$ cat src/rtl/unplus_field_sequencer.sv
// Serialises eighteen packed fields of a 128-bit word, one per beat, resized to OUT_W bits.
// Fields 0-8 are signed (sign-extended); fields 9-17 are unsigned (zero-extended); wider fields truncate.
module unplus_field_sequencer #(
  parameter int OUT_W = 6
) (
  input  logic             clk,
  input  logic             rst_n,
  input  logic             in_valid,
  output logic             in_ready,
  input  logic [127:0]     in_data,
  input  logic             flush,
  output logic             out_valid,
  input  logic             out_ready,
  output logic [OUT_W-1:0] out_data,
  output logic [4:0]       out_idx,
  output logic             out_last,
  output logic             busy
);

  localparam logic ST_IDLE = 1'b0;
  localparam logic ST_EMIT = 1'b1;
  localparam logic [4:0] LAST_IDX = 5'd17;

  logic             state;
  logic [89:0]      word;
  logic [89:0]      src;
  logic [4:0]       sel_idx;
  logic [OUT_W-1:0] field_val [32];
  logic             unused_hi;

  assign unused_hi = ^in_data[127:90];
  assign in_ready  = (state == ST_IDLE);

  // The resize bank looks at the incoming word while idle so beat 0 can be registered on accept.
  assign src     = (state == ST_IDLE) ? in_data[89:0] : word;
  assign sel_idx = (state == ST_IDLE) ? 5'd0 : out_idx + 5'd1;

  for (genvar g = 0; g < 32; g++) begin : g_field
    if (g < 18) begin : g_real
      localparam int FW  = (g < 9) ? g + 1 : g - 8;
      localparam int OFF = ((FW - 1) * FW) / 2 + ((g < 9) ? 0 : 45);
      logic [FW-1:0] raw;
      assign raw = src[OFF+FW-1:OFF];
      if (OUT_W > FW) begin : g_ext
        if (g < 9) begin : g_sext
          assign field_val[g] = {{(OUT_W-FW){raw[FW-1]}}, raw};
        end else begin : g_zext
          assign field_val[g] = {{(OUT_W-FW){1'b0}}, raw};
        end
      end else if (OUT_W == FW) begin : g_same
        assign field_val[g] = raw;
      end else begin : g_trunc
        assign field_val[g] = raw[OUT_W-1:0];
      end
    end else begin : g_pad
      assign field_val[g] = '0;
    end
  end

  always_ff @(posedge clk) begin
    if (!rst_n) begin
      state     <= ST_IDLE;
      word      <= '0;
      out_valid <= 1'b0;
      out_data  <= '0;
      out_idx   <= 5'd0;
      out_last  <= 1'b0;
      busy      <= 1'b0;
    end else begin
      case (state)
        ST_IDLE: begin
          if (in_valid) begin
            state     <= ST_EMIT;
            word      <= in_data[89:0];
            out_valid <= 1'b1;
            busy      <= 1'b1;
            out_idx   <= 5'd0;
            out_data  <= field_val[sel_idx];
            out_last  <= 1'b0;
          end
        end
        ST_EMIT: begin
          // Flush wins over any handshake, including the final beat.
          if (flush) begin
            state     <= ST_IDLE;
            out_valid <= 1'b0;
            busy      <= 1'b0;
            out_last  <= 1'b0;
          end else if (out_ready) begin
            if (out_idx == LAST_IDX) begin
              state     <= ST_IDLE;
              out_valid <= 1'b0;
              busy      <= 1'b0;
              out_last  <= 1'b0;
            end else begin
              out_idx  <= sel_idx;
              out_data <= field_val[sel_idx];
              out_last <= (sel_idx == LAST_IDX);
            end
          end
        end
        default: begin
          state     <= ST_IDLE;
          out_valid <= 1'b0;
          busy      <= 1'b0;
          out_last  <= 1'b0;
        end
      endcase
    end
  end

endmodule

$ cat config.mk
export PLATFORM = sky130hd
export DESIGN_NAME = unplus_field_sequencer
export DESIGN_NICKNAME = d
export VERILOG_FILES = /design/src/rtl/unplus_field_sequencer.sv
export SDC_FILE = /design/constraint.sdc
export NUM_CORES = 1
export LEC_CHECK = 0
export CORE_MARGIN = 2
export CORE_UTILIZATION = 43
export CTS_BUF_LIST = sky130_fd_sc_hd__clkbuf_4 sky130_fd_sc_hd__clkbuf_8
export CTS_CLUSTER_DIAMETER = 80
export DETAILED_ROUTE_END_ITERATION = 7
export PLACE_DENSITY = 0.79
export SYNTH_ARGS = -nofsm -noshare
export SYNTH_HDL_FRONTEND = slang
export SYNTH_SLANG_ARGS = --single-unit
$ cat constraint.sdc
create_clock -name clk -period 1.9 [get_ports clk]
set_input_delay 0.285 -clock clk [delete_from_list [all_inputs] [get_ports clk]]
set_output_delay 0.285 -clock clk [all_outputs]
set_load 0.005 [all_outputs]
==> results of run 1 <==
[registers in the layout, indices dropped and copies added, names as in the netlist]
signal	flops
out_idx	5
out_last	1
word	78
busy	1
out_data	6
state	1
[area by class of cell]
class	count	share of cell area (%)
multi-input combinational	397	41.4
sequential	92	29.5
tap	136	2.71
inverter	6	0.359
timing repair buffer	149	22.5
clock inverter	4	1.16
clock buffer	12	2.44
[cell usage in the layout, fill, tap and decap left out, drive strengths merged, types with 2 or more instances in the layout]
cell           instances
a211oi                 3
a21boi                80
a21oi                 12
a31oi                  5
and2                   5
and3                   2
buf                   53
bufinv                 2
clkbuf                12
clkdlybuf4s50         95
dfxtp                 92
ha                     2
inv                    6
mux2                   2
mux2i                 17
mux4                   9
nand2                172
nand2b                 7
nand3                  5
nand3b                 2
nor2                  11
nor2b                  3
nor3                   6
nor3b                  2
nor4                   2
o211ai                 3
o21a                   2
o21ai                 12
o221a                  2
o221ai                 4
o2bb2ai                2
or3                    3
xnor2                  3
xor2                   2
[kinds of logic (layout without fill, tap and decap cells)]
family	Yosys count	after routing	share of synthesized area (%)
compound gates	137	137	22.0
xor+xnor	5	5	0.970
fa+ha+maj	2	2	0.554
buf+inv	52	171	5.43
flops	92	92	40.8
mux	28	28	9.11
simple gates	225	225	21.2
[worst max-delay path, stage by stage, from the launching register on]
cell and delay, ns:
dfxtp_4 0.38, ha_4 0.19, xnor2_1 0.16, buf_4 0.18
a211oi_1 0.33, a211oi_1 0.14, nor4_1 0.30, o21a_1 0.18
[worst max path at each step]
stage | from | endpoint | cells past startpoint
after detailed placement | out_idx[1] | out_data[5] | 7
final | out_idx[0] | out_data[4] | 7
after floorplan | out_idx[1] | out_data[3] | 8
after global placement | out_idx[1] | out_data[5] | 7
after global routing | out_idx[1] | out_data[5] | 9
after CTS | out_idx[1] | out_data[1] | 8
[layer usage]
layer | part of all wire, % | GRT usage [%] | wire length (microns)
met1 | 44 | 27.3 | 5420
met2 | 48 | 36.3 | 5960
met3 | 5.8 | 4.97 | 716
met4 | 2.0 | 7.79 | 244
met5 | 0 | 0 | 0
[through the flow]
step / cells / instance area, sq um
floorplan: 541 / 4520
global placement: 779 / 5860
detailed placement: 779 / 5860
CTS: 795 / 6170
global route: 796 / 6270
finish: 796 / 6270
[what timing repair did]
| item | in CTS | in global routing |
|---|---|---|
| endpoints found under the setup margin | 8 | 10 |
| pin swaps | 1 | 4 |
| setup buffers | 0 | 1 |
| resized for setup | 19 | 20 |
[power by group]
| group | total [mW] | leakage (nW) | internal, mW | switching, mW |
|---|---|---|---|---|
| logic | 0.731 | 1.42 | 0.399 | 0.331 |
| registers | 2.11 | 0.757 | 2.04 | 0.0694 |
| clock network | 1.48 | 0.113 | 0.805 | 0.674 |
==> results.md, run 1 <==
* Detailed Route Iter0 Violations at approximately 270
* Drc violations at 0
* LEAKAGE at 2.30 nW
* Reg2Reg Depth at 7
* Seq/Total Area, Yosys at 40.8%
* Vias in the first global route at about 4.2k
* Hold path depth at 2
* Min Hold Slack at 0.435 ns
* Setup TNS at -0.0143 ns
* Worst-Margin Slew at ~0.52 ns
* Area of the die at roughly 0.011 sq mm
* IO Port Bufs at 97
* Max-slew headroom at 65.4%
* Total CTS buffers at 9
* Storage cell area at between 0.0015 and 0.002 sq mm
* Routed WL per cell at 15.5 microns
* CTS tree: yes
* CP Class: register to register
* Worst Setup End Kind: register
* Flops & latches, synth at about 90
* Cell Pwr Density at 689 mW/mm^2
* Initial antenna violation count at 0
* Layout area overhead at 38.8%
* First drt pass iteration count at 6
* Clk_lat worst skew at roughly 0.36 ns
* Top Ports at ~150
* Synth Instances at between 500 and 600
* RR Startpoint: out_idx[0]
* Min-Delay Path Class: input pin to register
* Final ANT Viol Nets at 0
* Pre-CTS setup slack at -0.266 ns
* Fin crit period at approximately 1.9 ns
* RSZ-0062 raised after global routing: true
* Startpoint types: register
* Period utilization at 101%
* CP arrival at approximately 2.2 ns
* Congestion Overflow GR at 0
* HPWL after detailed placement at 8.82 mm
* Final core utilization at 61.0%
* Final net count at 790
* Maximum net fanout on the critical path at 7
* Clock Skews at around 0.012 ns
* Core Area at 0.0103 sq mm
* Largest net degree at the start of global routing at 37
* Flop2flop setup slack at -0.01 ns
* Violated checks: negative setup slack
* Most numerous cell in the Yosys netlist: nand2_1
* Final Slew Violations at 0
* Syn_area_per_cell at between 8 and 9 sq um
* Hold Buf Count CTS at 0
* Status: complete, but fails checks
* Async set-reset flop share out of synthesis at 0%
* Sink Count at slightly above 90
* Critical path required time at between 2 and 2.5 ns
* Clock Tree Buf Depth at 2
* Total Wirelength at 12.3 mm
* VDD IR max at around 0.00046 V
* Root Driver: clkbuf_8
* Area of the multi-input gates at 0.00259 sq mm
* Post-route setup slack at -0.0143 ns
* # fillers at a little under 900
* Row cnt at 37
* Peak Freq at about 0.52 GHz
* Die X at ~110 microns
* Die Y at 106 microns
* Share of cells above drive strength 1 at 17.3%
* Syn_nets at 676
* Post-synth EDFFs at 0
* Via count at approximately 4.3k
* Inserted Diodes at 0
* Max_cap viols at 0
* Global-route wire length before repair at slightly below 20 mm
* Initial Utilization at 43.9%
* Hold Fails Final Rpt at 0
* Worst Min Path Start: rst_n
* Reg2reg end: out_data[4]
* RePlAce Congestion at a little under 1
* Yosys cell types at between 50 and 60
* H-tree depth at 3
* Synth cell count leaders: 172 x nand2_1, 92 x dfxtp_1, 80 x a21boi_0, 21 x clkbuf_1, 16 x mux2i_1
* Final setup viols at 1
* Synth Flop Type: dfxtp_1
* Power, Total at about 4.3 mW
* Post-synthesis instance area at 0.00452 sq mm
* Yosys warnings at 0
* Clock slew seen by the registers of the worst setup and hold paths at ~0.08 ns
* Largest area contributor in the netlist: dfxtp_1
* Hold Crit Endpoint: out_data[4]
* Via/cell ratio at about 5.4
* Area share of the largest cell type after synthesis at 40.8%
* GRT Util Overall at between 20% and 30%
* Synth top area cells: dfxtp_1 41%, nand2_1 14%, a21boi_0 13%
No activity file was read; power rests on OpenSTA's default activity.
==> run 2, diff against run 1 <==
--- a/config.mk
+++ b/config.mk
@@ -10,6 +10,7 @@
 export CTS_BUF_LIST = sky130_fd_sc_hd__clkbuf_4 sky130_fd_sc_hd__clkbuf_8
 export CTS_CLUSTER_DIAMETER = 80
 export DETAILED_ROUTE_END_ITERATION = 7
+export GPL_TIMING_DRIVEN = 0
 export PLACE_DENSITY = 0.79
 export SYNTH_ARGS = -nofsm -noshare
 export SYNTH_HDL_FRONTEND = slang
==> run 2 against run 1 <==
Compared with the run above:
- the flow still finishes with violations (negative setup slack)
- cell count grew 1.5%
- clock power about the same
- critical endpoint unchanged
- worst hold slack got worse by 0.049 ns
- critical path type unchanged
- setup slack worse by 0.028 ns
- design area rose by 2.2%
- clock skew grew 0.0042 ns
==> results.md, run 2 (synthesis results as in run 1) <==
* Sink Count at 92 (unchanged)
* Vias in the first global route at 4,247 (+0.33%)
* Layout area overhead at 41.8%
* RSZ-0062 raised after global routing: true
* Commonest non-fill, non-tap cell in the layout: nand2_1
* Period utilization at 102% (+1.5 points)
* Clk_lat worst skew at 0.39 ns (+0.03 ns)
* Pre-CTS setup slack at -0.401 ns (-0.135 ns)
* CTS tree: yes
* Clock Tree Buf Depth at 2 (unchanged)
* Via count at 4,307 (+0.75%)
* Hold Fails Final Rpt at 0 (unchanged)
* CP Class: register to register
* Die X at 106 microns (unchanged)
* Final Slew Violations at 0 (unchanged)
* Max-slew headroom at 61.2% (-4.2 points)
* # fillers at 905 (+2.1%)
* Status: complete, but fails checks
* Post-route setup slack at -0.0419 ns (-0.0276 ns)
* Final setup viols at 4 (+3)
* Largest regs: word x78, out_data x6, out_idx x5
* Maximum net fanout on the critical path at 6 (-1)
* LEAKAGE at 2.31 nW (+0.45%)
* Setup TNS at -0.124 ns (-0.110 ns)
* Fin crit period at 1.94 ns (+0.0276 ns)
* Largest net degree at the start of global routing at 16 (-57%)
* Total CTS buffers at 9 (unchanged)
* Max_cap viols at 0 (unchanged)
* Cells after DPL at 773 (-0.77%)
* GRT Util Overall at 24.0% (+2.4 points)
* Storage cell area at 0.00185 sq mm (+0.14%)
* Area of the multi-input gates at 0.00266 sq mm (+2.6%)
* Non-Filler Instances at 808 (+1.5%)
* Die Y at 106 microns (unchanged)
* Core Area at 0.0103 sq mm (unchanged)
* Inserted Diodes at 0 (unchanged)
* VDD IR max at 0.000526 V (+15%)
* Total Wirelength at 13.5 mm (+9.7%)
* Max reg flops at 78 (unchanged)
* Startpoint types: register
* Cell Pwr Density at 683 mW/mm^2 (-0.85%)
* Global-route wire length before repair at 21.0 mm (+6.9%)
* Congestion Overflow GR at 0 (unchanged)
* Final net count at 802 (+1.5%)
* Post-Place Cell Area at 0.00565 sq mm (-3.6%)
* Min Hold Slack at 0.386 ns (-0.0494 ns)
* Top Ports at 148 (unchanged)
* Detailed Route Iter0 Violations at 241 (-9.7%)
* Clock slew seen by the registers of the worst setup and hold paths at 0.09 ns (about the same)
* Share of cells above drive strength 1 at 16.8% (-0.46 points)
* Worst Setup End Kind: register
* Reg with most FFs: word
* Initial Utilization at 43.9% (unchanged)
* H-tree depth at 3 (unchanged)
* Critical path required time at 2.22 ns (+0.02 ns)
* Row cnt at 37 (unchanged)
* Worst-Margin Slew at 0.581 ns (+0.0623 ns)
* Via/cell ratio at 5.33 (-0.75%)
* Routed WL per cell at 16.8 microns (+8.0%)
* Drc violations at 0 (unchanged)
* Clock Skews at 0.0162 ns (+0.00420 ns)
* Peak Freq at 0.515 GHz (-1.4%)
* CP arrival at 2.27 ns (+0.05 ns)
* HPWL after detailed placement at 9.78 mm (+11%)
* Fin area at 0.00640 sq mm (+2.2%)
* Area of the die at 0.0113 sq mm (unchanged)
* RePlAce Congestion at 0.935 (-3.4%)
* Violated checks: negative setup slack
* Most frequent cells in the layout: 172 x nand2_1, 95 x clkdlybuf4s50_1, 87 x dfxtp_1
* Root Driver: clkbuf_8
* Power, Total at 4.38 mW (+1.3%)
* Final ANT Viol Nets at 0 (unchanged)
* IO Port Bufs at 96 (-1.0%)
* Initial antenna violation count at 0 (unchanged)
* Final core utilization at 62.3% (+1.3 points)
* Min-Delay Path Class: input pin to register
* First drt pass iteration count at 5 (-1)
run 2: cell types whose count changed in the layout (fill, tap and decap cells not counted), moves of 3 or more:
cell	before	now
a211oi_1	3	0
a211oi_2	0	3
buf_4	46	19
buf_6	3	7
buf_8	0	3
clkbuf_1	0	16
clkbuf_2	0	9
run 2: worst max-delay path: stages, from the launching register on:
cell and delay (ns):
dfxtp_4 0.38, inv_2 0.05, ha_4 0.30, clkbuf_2 0.20, buf_4 0.15, clkbuf_16 0.14, buf_4 0.11, a211oi_2 0.06
nor4_2 0.33, o21a_1 0.17
run 2: path summary, 6_finish.rpt:
path                    from  cells after the start     endpoint  slack (ns)
setup / recovery  out_idx[1]                      9  out_data[4]       -0.04
hold reg to reg      word[8]                      2      word[8]        0.47
hold / removal         rst_n                      2  out_data[4]        0.39
setup reg to reg  out_idx[1]                      9  out_data[4]       -0.04
run 2: layer usage:
metal | share of wire (%) | GRT usage [%] | vias up | routed length [microns]
li1 | - | - | 2103 | -
met1 | 44 | 30.5 | 1999 | 5890
met5 | 0 | 0 | - | 0
met3 | 6.9 | 3.49 | 30 | 930
met4 | 3.0 | 11.4 | 0 | 404
met2 | 47 | 40.2 | 175 | 6310
run 2: report_power, final:
group          switching [mW]  internal (mW)  total [mW]
Sequential             0.0753           2.04        2.12
Combinational           0.353          0.403       0.756
Clock                   0.726          0.777        1.50
run 2: cell type report:
cell class,count,area share (%)
multi-input cells,397,41.5
inverters,6,0.449
flip-flops and latches,92,28.9
plain buffers,45,5.04
well taps,136,2.66
repair buffers,116,17.9
clock inverters,6,1.37
clock buffers,10,2.15
run 2: what timing repair did:
item	CTS	global route
setup buffers	11	7
hold buffers	0	0
endpoints found under the setup margin	82	76
pin swaps	6	8
hold endpoints to repair	0	0
resized for setup	50	38
gates cloned	1	1
==> run 3, diff against run 2 <==
--- a/config.mk
+++ b/config.mk
@@ -12,6 +12,8 @@
 export DETAILED_ROUTE_END_ITERATION = 7
 export GPL_TIMING_DRIVEN = 0
 export PLACE_DENSITY = 0.79
+export RECOVER_POWER = 100
+export SKIP_LAST_GASP = 1
 export SYNTH_ARGS = -nofsm -noshare
 export SYNTH_HDL_FRONTEND = slang
 export SYNTH_SLANG_ARGS = --single-unit
==> run 3 against run 2 <==
Compared with the run above:
- largest cell class unchanged
- total power shrank 0.58%
- combinational power fell by 2%
- sequential share of layout area increased by 0.45 points
- the flow still finishes with violations (negative setup slack)
- sequential cell count unchanged
- clock skew decreased by 0.0047 ns
==> results.md, run 3 (synthesis results as in run 1) <==
* Root Driver: clkbuf_8
* Fin area at 0.00630 sq mm (-1.6%)
* Commonest non-fill, non-tap cell in the layout: nand2_1
* Non-Filler Instances at 802 (-0.74%)
* Row cnt at 37 (unchanged)
* H-tree depth at 3 (unchanged)
* VDD IR max at 0.000523 V (-0.48%)
* Total Wirelength at 13.5 mm (-0.37%)
* Initial antenna violation count at 0 (unchanged)
* Die X at 106 microns (unchanged)
* Area of the multi-input gates at 0.00264 sq mm (-0.71%)
* Setup TNS at -0.0405 ns (+0.0836 ns)
* IO Port Bufs at 96 (unchanged)
* HPWL after detailed placement at 9.78 mm (unchanged)
* Power, Total at 4.35 mW (-0.58%)
* Cells after DPL at 773 (unchanged)
* Routed WL per cell at 16.8 microns (+0.38%)
* Maximum net fanout on the critical path at 4 (-2)
* Global-route wire length before repair at 21.1 mm (+0.43%)
* Share of cells above drive strength 1 at 15.9% (-0.90 points)
* Post-route setup slack at -0.0222 ns (+0.0198 ns)
* Clock Tree Buf Depth at 2 (unchanged)
* Largest net degree at the start of global routing at 16 (unchanged)
* Area of the die at 0.0113 sq mm (unchanged)
* Status: complete, but fails checks
* Via/cell ratio at 5.41 (+1.4%)
* Worst-Margin Slew at 0.566 ns (-0.0153 ns)
* Clk_lat worst skew at 0.38 ns (about the same)
* Fin crit period at 1.92 ns (-0.0198 ns)
* Reg with most FFs: word
* Inserted Diodes at 0 (unchanged)
* Sink Count at 92 (unchanged)
* Max reg flops at 78 (unchanged)
* Layout area overhead at 39.5%
* Via count at 4,336 (+0.67%)
* CP arrival at 2.19 ns (-0.08 ns)
* Startpoint types: register
* Storage cell area at 0.00185 sq mm (about the same)
* Vias in the first global route at 4,240 (-0.16%)
* Die Y at 106 microns (unchanged)
* Final net count at 796 (-0.75%)
* Post-Place Cell Area at 0.00565 sq mm (unchanged)
* Max_cap viols at 0 (unchanged)
* Min-Delay Path Class: input pin to register
* Worst Setup End Kind: register
* Cell Pwr Density at 691 mW/mm^2 (+1.0%)
* RePlAce Congestion at 0.935 (unchanged)
* RSZ-0062 raised after global routing: true
* Peak Freq at 0.520 GHz (+1.0%)
* Final Slew Violations at 0 (unchanged)
* Drc violations at 0 (unchanged)
* Clock slew seen by the registers of the worst setup and hold paths at 0.09 ns (about the same)
* Hold Fails Final Rpt at 0 (unchanged)
* Largest regs: word x78, out_data x6, out_idx x5
* Final ANT Viol Nets at 0 (unchanged)
* Max-slew headroom at 62.3% (+1.0 points)
* Period utilization at 101% (-1.0 points)
* Violated checks: negative setup slack
* # fillers at 925 (+2.2%)
* Top Ports at 148 (unchanged)
* Detailed Route Iter0 Violations at 260 (+7.9%)
* Critical path required time at 2.17 ns (-0.05 ns)
* GRT Util Overall at 24.2% (+0.13 points)
* Congestion Overflow GR at 0 (unchanged)
* Clock Skews at 0.0115 ns (-0.00472 ns)
* Final setup viols at 3 (-1)
* Initial Utilization at 43.9% (unchanged)
* CTS tree: yes
* Core Area at 0.0103 sq mm (unchanged)
* First drt pass iteration count at 7 (+2)
* CP Class: register to register
* LEAKAGE at 2.29 nW (-0.54%)
* Most frequent cells in the layout: 172 x nand2_1, 88 x dfxtp_1, 85 x clkdlybuf4s50_1
* Total CTS buffers at 9 (unchanged)
==> run 3: path summary, 6_finish.rpt <==
check | from | to | slack (ns) | cells after the start
worst max-delay path | out_idx[1] | out_data[2] | -0.02 | 8
worst max register to register | out_idx[1] | out_data[2] | -0.02 | 8
worst min register to register | word[8] | word[8] | 0.47 | 2
worst min-delay path | rst_n | out_idx[2] | 0.38 | 2
==> run 3: layer usage <==
metal  routed length, microns  vias to the layer above  track usage (%)  share of wire (%)
li1                         -                     2091                -                  -
met1                     5760                     2028             30.6                 43
met2                     6450                      184             40.6                 48
met3                      866                       33             3.49                6.4
met4                      406                        0             11.3                3.0
met5                        0                        -                0                  0
==> run 3: power by group <==
| part | internal (mW) | total (mW) | switching, mW |
|---|---|---|---|
| registers | 2.04 | 2.12 | 0.0749 |
| clock network | 0.777 | 1.50 | 0.720 |
| logic | 0.389 | 0.738 | 0.349 |
==> run 3: metrics by stage <==
step | hold WS, ns | worst slack [ns] | utilization (%)
after floorplan | 0.430 | 0.0121 | -
after global placement | 0.447 | -0.378 | 55.0
after detailed placement | 0.459 | -0.401 | 55.0
after CTS | 0.345 | -0.0226 | 60.2
after global routing | 0.374 | -0.0851 | 61.3
final | 0.379 | -0.0222 | 61.3
==> run 3: area by class of cell <==
cell class	count	area share [%]
sequential	92	29.4
multi-input combinational	397	41.9
clock buffer	10	2.18
buffer	45	4.73
tap	136	2.70
clock inverter	6	1.39
inverter	6	0.496
timing repair buffer	110	17.2
==> run 3: critical path, stage by stage, from the launching register on <==
cell and delay (ns):
dfxtp_4 0.39, inv_4 0.04, ha_4 0.15, nor4bb_4 0.15, or3_1 0.33, buf_6 0.14
o21ai_1 0.27, o2111a_1 0.29, nor3_2 0.06
==> run 3: timing repair <==
item,CTS,global route
hold buffers,0,0
endpoints found under the setup margin,82,76
setup buffers,11,2
gates cloned,1,0
pin swaps,6,7
gates resized for setup,49,31
